### src/rtl/UART_pkg.sv
// UART CSR package: address map, status bit positions, CSR field layouts and
// commit FSM states shared by the CSR controller and its interface.
package UART_pkg;

  localparam int unsigned UART_BAUD_ADDR   = 0;
  localparam int unsigned UART_CTRL_ADDR   = 1;
  localparam int unsigned UART_STATUS_ADDR = 2;

  localparam int unsigned UART_STAT_PERR_BIT = 0;
  localparam int unsigned UART_STAT_BUSY_BIT = 1;
  localparam int unsigned UART_STAT_FREE_BIT = 2;
  localparam int unsigned UART_STAT_PEND_BIT = 3;
  localparam int unsigned UART_STAT_TMO_BIT  = 4;

  localparam int unsigned UART_BAUD_W = 16;
  localparam int unsigned UART_CTRL_W = 5;

  typedef struct packed {
    logic [UART_BAUD_W-1:0] divisor;
  } uart_baud_rate_csr_t;

  typedef struct packed {
    logic two_stop;
    logic parity_odd;
    logic parity_en;
    logic rx_en;
    logic tx_en;
  } uart_control_0_csr_t;

  typedef struct packed {
    logic cfg_timeout;
    logic cfg_pending;
    logic free;
    logic busy;
    logic parity_err;
  } uart_status_0_csr_t;

  typedef enum logic {
    CMT_IDLE = 1'b0,
    CMT_PEND = 1'b1
  } uart_csr_cmt_state_t;

endpackage

### src/rtl/UART_csr_if.sv
// UART CSR interface: live configuration and status toward the UART core,
// line status back from it.
interface UART_csr_if;
  import UART_pkg::*;

  uart_baud_rate_csr_t uart_baud_rate_csr;
  uart_control_0_csr_t uart_control_0_csr;
  uart_status_0_csr_t  uart_status_0_csr;
  logic                parity_error;
  logic                busy;
  logic                free;

  modport csr_mp (
    output uart_baud_rate_csr,
    output uart_control_0_csr,
    output uart_status_0_csr,
    input  parity_error,
    input  busy,
    input  free
  );

  modport uart_mp (
    input  uart_baud_rate_csr,
    input  uart_control_0_csr,
    input  uart_status_0_csr,
    output parity_error,
    output busy,
    output free
  );

endinterface

### src/rtl/uart_csr_commit_fsm.sv
// Shadow-to-live commit sequencer. With UART_CSR_TIMEOUT_EN defined, a pending
// commit is forced after TIMEOUT_CYCLES cycles even if the UART never goes free.
module uart_csr_commit_fsm
  import UART_pkg::*;
#(
  parameter int unsigned TIMEOUT_CYCLES = 65535
) (
  input  logic clk,
  input  logic rst,
  input  logic wr_cfg_i,
  input  logic ready_i,
  output logic commit_o,
  output logic pending_d_o,
  output logic timeout_o
);

  uart_csr_cmt_state_t state_q, state_d;
  logic                force_commit;

`ifdef UART_CSR_TIMEOUT_EN
  localparam logic [15:0] TMO_LAST = 16'(TIMEOUT_CYCLES - 1);

  logic [15:0] cnt_q, cnt_d;

  assign force_commit = (state_q == CMT_PEND) && (cnt_q == TMO_LAST);

  // Counts only while waiting; any shadow write or commit restarts it.
  always_comb begin
    cnt_d = '0;
    if (state_q == CMT_PEND && !wr_cfg_i && !commit_o) begin
      cnt_d = cnt_q + 16'd1;
    end
  end

  always_ff @(posedge clk or posedge rst) begin
    if (rst) begin
      cnt_q <= '0;
    end else begin
      cnt_q <= cnt_d;
    end
  end
`else
  localparam int unsigned unused_tmo = TIMEOUT_CYCLES;

  assign force_commit = 1'b0;
`endif

  always_comb begin
    state_d   = state_q;
    commit_o  = 1'b0;
    timeout_o = 1'b0;
    case (state_q)
      CMT_IDLE: begin
        if (wr_cfg_i) state_d = CMT_PEND;
      end
      CMT_PEND: begin
        commit_o  = ready_i | force_commit;
        timeout_o = force_commit & ~ready_i;
        if (wr_cfg_i) begin
          state_d = CMT_PEND;
        end else if (commit_o) begin
          state_d = CMT_IDLE;
        end
      end
      default: state_d = CMT_IDLE;
    endcase
  end

  assign pending_d_o = (state_d == CMT_PEND);

  always_ff @(posedge clk or posedge rst) begin
    if (rst) begin
      state_q <= CMT_IDLE;
    end else begin
      state_q <= state_d;
    end
  end

endmodule

### src/rtl/uart_csr_ctrl.sv
// UART CSR register-bus slave: shadowed baud/control with commit-when-free,
// sticky parity error, one-cycle ack. Optional forced commit: UART_CSR_TIMEOUT_EN.
module uart_csr_ctrl
  import UART_pkg::*;
#(
  parameter int unsigned ADDR_W         = 2,
  parameter int unsigned DATA_W         = 32,
  parameter logic [15:0] BAUD_RST       = 16'd434,
  parameter int unsigned TIMEOUT_CYCLES = 65535
) (
  input  logic              clk,
  input  logic              rst,
  input  logic              csr_req,
  input  logic              csr_we,
  input  logic [ADDR_W-1:0] csr_addr,
  input  logic [DATA_W-1:0] csr_wdata,
  output logic [DATA_W-1:0] csr_rdata,
  output logic              csr_ack,
  output logic              csr_err,
  UART_csr_if.csr_mp        csr_if
);

  logic accept;
  logic sel_baud, sel_ctrl, sel_stat, sel_rsvd;
  logic wr_baud, wr_ctrl, wr_stat;
  logic clr_perr, clr_tmo;
  logic commit, pending_d, tmo_fire;
  logic unused_wdata;

  uart_baud_rate_csr_t baud_q, baud_d, baud_sh_q, baud_sh_d;
  uart_control_0_csr_t ctrl_q, ctrl_d, ctrl_sh_q, ctrl_sh_d;
  uart_status_0_csr_t  status_q, status_d;

  logic              ack_q, err_q;
  logic [DATA_W-1:0] rdata_q, rdata_d;

  assign accept   = csr_req & ~ack_q;
  assign sel_baud = (csr_addr == ADDR_W'(UART_BAUD_ADDR));
  assign sel_ctrl = (csr_addr == ADDR_W'(UART_CTRL_ADDR));
  assign sel_stat = (csr_addr == ADDR_W'(UART_STATUS_ADDR));
  assign sel_rsvd = ~(sel_baud | sel_ctrl | sel_stat);

  assign wr_baud  = accept & csr_we & sel_baud;
  assign wr_ctrl  = accept & csr_we & sel_ctrl;
  assign wr_stat  = accept & csr_we & sel_stat;
  assign clr_perr = wr_stat & csr_wdata[UART_STAT_PERR_BIT];
  assign clr_tmo  = wr_stat & csr_wdata[UART_STAT_TMO_BIT];

  assign unused_wdata = ^csr_wdata[DATA_W-1:UART_BAUD_W];

  uart_csr_commit_fsm #(
    .TIMEOUT_CYCLES(TIMEOUT_CYCLES)
  ) u_commit (
    .clk        (clk),
    .rst        (rst),
    .wr_cfg_i   (wr_baud | wr_ctrl),
    .ready_i    (csr_if.free & ~csr_if.busy),
    .commit_o   (commit),
    .pending_d_o(pending_d),
    .timeout_o  (tmo_fire)
  );

  // Live copies take the pre-write shadow; a write in the commit cycle stays pending.
  always_comb begin
    baud_d    = commit ? baud_sh_q : baud_q;
    ctrl_d    = commit ? ctrl_sh_q : ctrl_q;
    baud_sh_d = baud_sh_q;
    ctrl_sh_d = ctrl_sh_q;
    if (wr_baud) baud_sh_d = uart_baud_rate_csr_t'(csr_wdata[UART_BAUD_W-1:0]);
    if (wr_ctrl) ctrl_sh_d = uart_control_0_csr_t'(csr_wdata[UART_CTRL_W-1:0]);
  end

  always_comb begin
    status_d             = '0;
    status_d.parity_err  = csr_if.parity_error | (status_q.parity_err & ~clr_perr);
    status_d.busy        = csr_if.busy;
    status_d.free        = csr_if.free;
    status_d.cfg_pending = pending_d;
    status_d.cfg_timeout = tmo_fire | (status_q.cfg_timeout & ~clr_tmo);
  end

  always_comb begin
    rdata_d = '0;
    if (accept && !csr_we) begin
      if (sel_baud) begin
        rdata_d = DATA_W'(baud_sh_q);
      end else if (sel_ctrl) begin
        rdata_d = DATA_W'(ctrl_sh_q);
      end else if (sel_stat) begin
        rdata_d = DATA_W'(status_d);
      end
    end
  end

  always_ff @(posedge clk or posedge rst) begin
    if (rst) begin
      ack_q     <= 1'b0;
      err_q     <= 1'b0;
      rdata_q   <= '0;
      baud_q    <= uart_baud_rate_csr_t'(BAUD_RST);
      ctrl_q    <= '0;
      baud_sh_q <= uart_baud_rate_csr_t'(BAUD_RST);
      ctrl_sh_q <= '0;
      status_q  <= '0;
    end else begin
      ack_q     <= accept;
      err_q     <= accept & sel_rsvd;
      rdata_q   <= rdata_d;
      baud_q    <= baud_d;
      ctrl_q    <= ctrl_d;
      baud_sh_q <= baud_sh_d;
      ctrl_sh_q <= ctrl_sh_d;
      status_q  <= status_d;
    end
  end

  assign csr_ack   = ack_q;
  assign csr_err   = err_q;
  assign csr_rdata = rdata_q;

  assign csr_if.uart_baud_rate_csr = baud_q;
  assign csr_if.uart_control_0_csr = ctrl_q;
  assign csr_if.uart_status_0_csr  = status_q;

endmodule

### src/flat_wrapper.sv
// flat-port wrapper written by rule: the top's interface ports become plain ports
module uart_csr_ctrl_flat import UART_pkg::*;
#(
  parameter int unsigned ADDR_W         = 2,
  parameter int unsigned DATA_W         = 32,
  parameter logic [15:0] BAUD_RST       = 16'd434,
  parameter int unsigned TIMEOUT_CYCLES = 65535
)
  (clk, rst, csr_req, csr_we, csr_addr, csr_wdata, csr_rdata, csr_ack, csr_err, csr_if_uart_baud_rate_csr, csr_if_uart_control_0_csr, csr_if_uart_status_0_csr, csr_if_parity_error, csr_if_busy, csr_if_free);
  UART_csr_if csr_if_i ();
  input  logic clk;
  input  logic rst;
  input  logic csr_req;
  input  logic csr_we;
  input  logic [ADDR_W-1:0] csr_addr;
  input  logic [DATA_W-1:0] csr_wdata;
  output logic [DATA_W-1:0] csr_rdata;
  output logic csr_ack;
  output logic csr_err;
  output wire logic [$bits(csr_if_i.uart_baud_rate_csr)-1:0] csr_if_uart_baud_rate_csr;
  output wire logic [$bits(csr_if_i.uart_control_0_csr)-1:0] csr_if_uart_control_0_csr;
  output wire logic [$bits(csr_if_i.uart_status_0_csr)-1:0] csr_if_uart_status_0_csr;
  input wire logic [$bits(csr_if_i.parity_error)-1:0] csr_if_parity_error;
  input wire logic [$bits(csr_if_i.busy)-1:0] csr_if_busy;
  input wire logic [$bits(csr_if_i.free)-1:0] csr_if_free;
  assign csr_if_uart_baud_rate_csr = csr_if_i.uart_baud_rate_csr;
  assign csr_if_uart_control_0_csr = csr_if_i.uart_control_0_csr;
  assign csr_if_uart_status_0_csr = csr_if_i.uart_status_0_csr;
  assign csr_if_i.parity_error = csr_if_parity_error;
  assign csr_if_i.busy = csr_if_busy;
  assign csr_if_i.free = csr_if_free;
  uart_csr_ctrl #(.ADDR_W(ADDR_W), .DATA_W(DATA_W), .BAUD_RST(BAUD_RST), .TIMEOUT_CYCLES(TIMEOUT_CYCLES)) u_core (.clk(clk), .rst(rst), .csr_req(csr_req), .csr_we(csr_we), .csr_addr(csr_addr), .csr_wdata(csr_wdata), .csr_rdata(csr_rdata), .csr_ack(csr_ack), .csr_err(csr_err), .csr_if(csr_if_i));
endmodule
### config.mk
export PLATFORM = sky130hd
export DESIGN_NAME = uart_csr_ctrl_flat
export DESIGN_NICKNAME = d
export VERILOG_FILES = /design/src/rtl/UART_pkg.sv /design/src/rtl/UART_csr_if.sv /design/src/rtl/uart_csr_commit_fsm.sv /design/src/rtl/uart_csr_ctrl.sv /design/src/flat_wrapper.sv
export SDC_FILE = /design/constraint.sdc
export NUM_CORES = 1
export LEC_CHECK = 0
export ABC_AREA = 1
export CORE_MARGIN = 10
export CORE_UTILIZATION = 40
export DETAILED_ROUTE_END_ITERATION = 8
export PLACE_DENSITY_LB_ADDON = 0.12
export SLEW_MARGIN = 20
export SYNTH_ARGS = -nofsm -noshare
export SYNTH_HDL_FRONTEND = slang
export SYNTH_HIERARCHICAL = 1
export SYNTH_SLANG_ARGS = --single-unit
### constraint.sdc
create_clock -name clk -period 1.72 [get_ports clk]
set_input_delay 0.172 -clock clk [delete_from_list [all_inputs] [get_ports clk]]
set_output_delay 0.172 -clock clk [all_outputs]
set_load 0.1 [all_outputs]
Yosys cells after proc, flatten, opt, wreduce, memory -nomap -nowiden
Cells that the tools add are included.
- flip-flop bits (word level): 81
- memories: 0
- bits of input ports: 41
- latch bits: 0
- bits in writable memories: 0
- ROM bits: 0
- word-level logic and storage cells: 55
- output and inout bits: 60
- multipliers: 0
- order comparisons: 0
- div/mod/pow operators: 0
- shift operators: 0
- equal/unequal tests: 2
- bitwise gates (word level): 21
- $add $sub $neg: 0
- muxes and demuxes: 9
- reductions and logical operators: 3
- operator list (operator ; number):
    $mux W32 ; 3
    $and A1 B1 Y1 ; 11
    $not A1 Y1 ; 6
    $mux W5 ; 1
    $mux W1 ; 4
    $or A1 B1 Y1 ; 4
    $eq A2 B1 Y1 const B ; 1
    $eq A2 B2 Y1 const B ; 1
    $logic_not A2 Y1 ; 1
    $pmux W1 S2 ; 1
    $logic_and A1 B1 Y1 ; 1
    $logic_not A1 Y1 ; 1

Logic depth before layout (Yosys ltp)
- depth in word-level cells: 12
- mapped depth: 9
- mapped depth without buffers: 9

Cells and area by module
The synthesis kept the hierarchy.
- by module, submodules not included (module ; area each (um^2) ; cells each ; times used ; sequential area each (um^2)):
    uart_csr_ctrl ; 2672.6 ; 248 ; 1 ; 1639.1
    uart_csr_commit_fsm ; 62.6 ; 10 ; 1 ; 25.0

Least setup slack after synthesis
OpenSTA, ideal clock, no wires.
- kind: register -> register
- start: register u_core.ack_q (netlist: u_core/csr_ack)
- end: register u_core/baud_sh_q[0] in the netlist's numbering
- data arrival time: 1.725 ns
- data required time: 1.595 ns
- setup time: 0.125 ns
- cell stages (with the launch flop): 6
- slack: -0.130 ns
- path through: dfrtp_1 inv_1 nand3_2 clkinv_2 nand2_8 mux2_4
- word-level cells in the longest chain between the ends: 4
- ends and longest elaborated chain (what ; line ; source):
    start, declared ; uart_csr_ctrl.sv:34 ; logic ack_q, err_q;
    start signal, assigned ; uart_csr_ctrl.sv:106 ; ack_q <= accept;
    $not A1 Y1 ; uart_csr_ctrl.sv:37 ; assign accept = csr_req & ~ack_q;
    $and A1 B1 Y1 ; uart_csr_ctrl.sv:37 ;
    $and A1 B1 Y1 (2 in a row) ; uart_csr_ctrl.sv:43 ; assign wr_baud = accept & csr_we & sel_baud;
    end signal, assigned ; uart_csr_ctrl.sv:102 ; baud_sh_q <= uart_baud_rate_csr_t'(BAUD_RST);
    end signal, assigned ; uart_csr_ctrl.sv:111 ; baud_sh_q <= baud_sh_d;
    end, declared ; uart_csr_ctrl.sv:30 ; uart_baud_rate_csr_t baud_q, baud_d, baud_sh_q, baud_sh_d;
Every way passes these cells.
A chain may end at the register's enable or synchronous reset.

Final worst setup path
- start: register u_core.ack_q (netlist: u_core/csr_ack)
- end: register u_core/baud_sh_q[12] in the netlist's numbering
Same word-level chain as after synthesis.

==> flow_summary.toml <==
[logic_synthesis]
ys_seq_elements = 66
syn_inst = 258
synth_common_cells = "56 x dfrtp_1, 33 x inv_1, 26 x nand2_1, 26 x nor2_1, 19 x a21oi_1"
syn-cell-area_sq_mm = 0.00274
seq_area_frac_synth_pct = 60.8
synth_cell_types = 28
synth_edf_count = 0
yosys_warnings = 6
synth_top_flop_cell = "dfrtp_1"
yosysMostFrequentCell = "dfrtp_1"
synthArstFlopShare_pct = 100
syn_avg_cell_area_sq_um = 10.6
synthTopCellsByArea = "dfrtp_1 51%, dfstp_2 9.6%, buf_4 4.7%"
synth_top_area_share_pct = 51.2
synth_top_area_cell = "dfrtp_1"

[clocking]
clk_pin_slew_ns = 0.07
post-cts-setup-buffers = 0
cts_tree = "built"
h-tree-depth = 3
clk_latency_ns = 0.34
tritoncts_num_sinks = 66
cts_resized = 0
cts_max_path_buffers = 2
cts_root_buf = "clkbuf_8"
cts_buffers = 9
cts_hold_buf = 0

[critical_path]
crit_fanout = 17
cp-start-kind = "register"
slowest_stage = "dfrtp_2"
path_delay_family = "flip-flops"
worstPathCellList = "inv_1 -> nand3_2 -> clkinv_2 -> nand2_8 -> buf_12 -> nor2_1 -> a21oi_2"
arrival_ns = 1.56
endpoint_kind = "register"
slowest_delay_ns = 0.40
required_ns = 1.94
path_class = "register to register"
cp.buffers_inverters = 3

[status]
outcome = "finished, final reports clean"

[placed_design]
routabilityCongestion = 0.742
port_buffers = 68
post-dp-hpwl_mm = 4.57

[hold_path]
hp-class = "primary input to async pin"

[job]
maxCapViolCount = 0

[power]
power_leakage_nw = 1.81
ir_worst_vdd_uv = 909
power.density_mw_per_mm2 = 1700

[drt]
vias = 1901
vias_per_cell = 4.55
drtPass1Iterations = 4
antenna_left = 0
route.detailed.drc = 0
drt-initial-drc-count = 39
wl_mm = 6.12
routedWlPerCell_um = 14.7

[floorplanning]
core_area_sq_mm = 0.00672
die_area_sq_mm = 0.0105
die_x_um = 103
start_util_pct = 40.7
fp-row-count = 30
die_y_um = 103
io-pin-count = 101

[timing]
tns_ns = 0
finalCritPeriodShare_pct = 77.5
fin_crit_ns = 1.33
setup_viol = 0
drv_slew = 0
max_clock_freq_ghz = 0.750
finClkSkew_ns = 0.0104
hold_ws_ns = 0.0592
hold_viol_final = 0
rsz0062_at_grt = "false"

[layout]
fin_nets = 374
diodes = 0
nFillCells = 615
drive_above_1_share_pct = 33.7
syn2layout_area_growth_pct = 33.3

[global_route]
grt_pass1_vias = 1996
grt_overflow = 0
grt_pass1_wl_mm = 9.84
grt_max_degree = 27
grt_antenna_before_repair = 0
grt_usage_pct = 12.3
[worst register-to-register path, stage by stage, from the launching register on]
cell	delay, ns
dfrtp_2	0.40
inv_1	0.09
nand3_2	0.13
clkinv_2	0.11
nand2_8	0.13
buf_12	0.19
nor2_1	0.12
a21oi_2	0.04
[per-layer routing]
layer  GRT usage, %  vias to the layer above  wire length [um]
met3           4.83                        9               536
met4           6.51                        0               119
li1               -                      920                 -
met5              0                        -                 0
met2           18.0                       66              2760
met1           15.3                      906              2710
[per-stage QoR]
stage	total power [mW]	area, sq um	worst slack, ns	utilization, %	cells
floorplan	4.23	2800	0.170	-	273
global placement	4.91	3450	0.0802	51.3	402
detailed placement	4.94	3450	0.0769	51.3	402
CTS	6.26	3650	0.370	54.3	418
global route	6.46	3650	0.292	54.3	418
finish	6.19	3650	0.387	54.3	418
[where the power goes]
part	internal, mW	leakage [nW]	switching, mW
clock network	0.749	0.101	0.551
registers	1.93	0.776	0.181
logic	0.661	0.933	2.12
[state kept, by name, summed over array words and instances, names as in the netlist]
name,flops
u_core/baud_sh_q,16
u_core/csr_ack,1
u_core/csr_err,1
u_core/csr_if.uart_baud_rate_csr,16
u_core/csr_if.uart_control_0_csr,5
u_core/csr_if.uart_status_0_csr,5
u_core/csr_rdata,16
u_core/ctrl_sh_q,5
u_core/u_commit/state_q,1
[layout make-up]
class,count,area (sq um),area share [%]
Clock buffer,14,163,4.46
Clock inverter,2,35.0,0.961
Inverter,38,150,4.12
Multi-Input combinational cell,144,792,21.7
Sequential cell,66,1670,45.7
Tap cell,80,100,2.75
Timing Repair Buffer,74,741,20.3
[worst paths after layout]
check | endpoint | cells after the start | from | slack, ns
hold / removal | u_core/u_commit/state_q | 2 | rst | 0.06
max in group asynchronous | u_core/csr_if.uart_baud_rate_csr[5] | 3 | rst | 0.97
setup reg to reg | u_core/baud_sh_q[12] | 7 | u_core/csr_ack | 0.39
hold reg to reg | u_core/csr_if.uart_status_0_csr[4] | 2 | u_core/csr_if.uart_status_0_csr[4] | 0.49
min in group clk | u_core/csr_if.uart_status_0_csr[2] | 1 | csr_if_free | 0.30
setup / recovery | u_core/baud_sh_q[12] | 7 | u_core/csr_ack | 0.39
[cell usage in the layout, fill, tap and decap left out, drive strengths merged]
cell / netlist / final
dfstp: 10 / 10
buf: 24 / 50
o221ai: 1 / 1
a21oi: 31 / 31
o21ai: 8 / 8
dfrtp: 56 / 56
clkinv: 1 / 2
nor3: 11 / 11
nor2: 36 / 36
o22ai: 1 / 1
inv: 37 / 36
bufinv: 0 / 1
o211ai: 1 / 1
clkdlybuf4s50: 0 / 24
nand3: 1 / 1
clkinvlp: 0 / 1
mux2: 8 / 8
clkbuf: 1 / 14
nand2: 29 / 29
conb: 2 / 17
[cells by family after synthesis]
group,after synthesis,synth area share (%)
mux,8,3.84
simple gates,77,13.2
buf+inv,63,12.3
flops,66,60.8
other cells,2,0.275
compound gates,42,9.61
No activity file was read; power rests on OpenSTA's default activity.
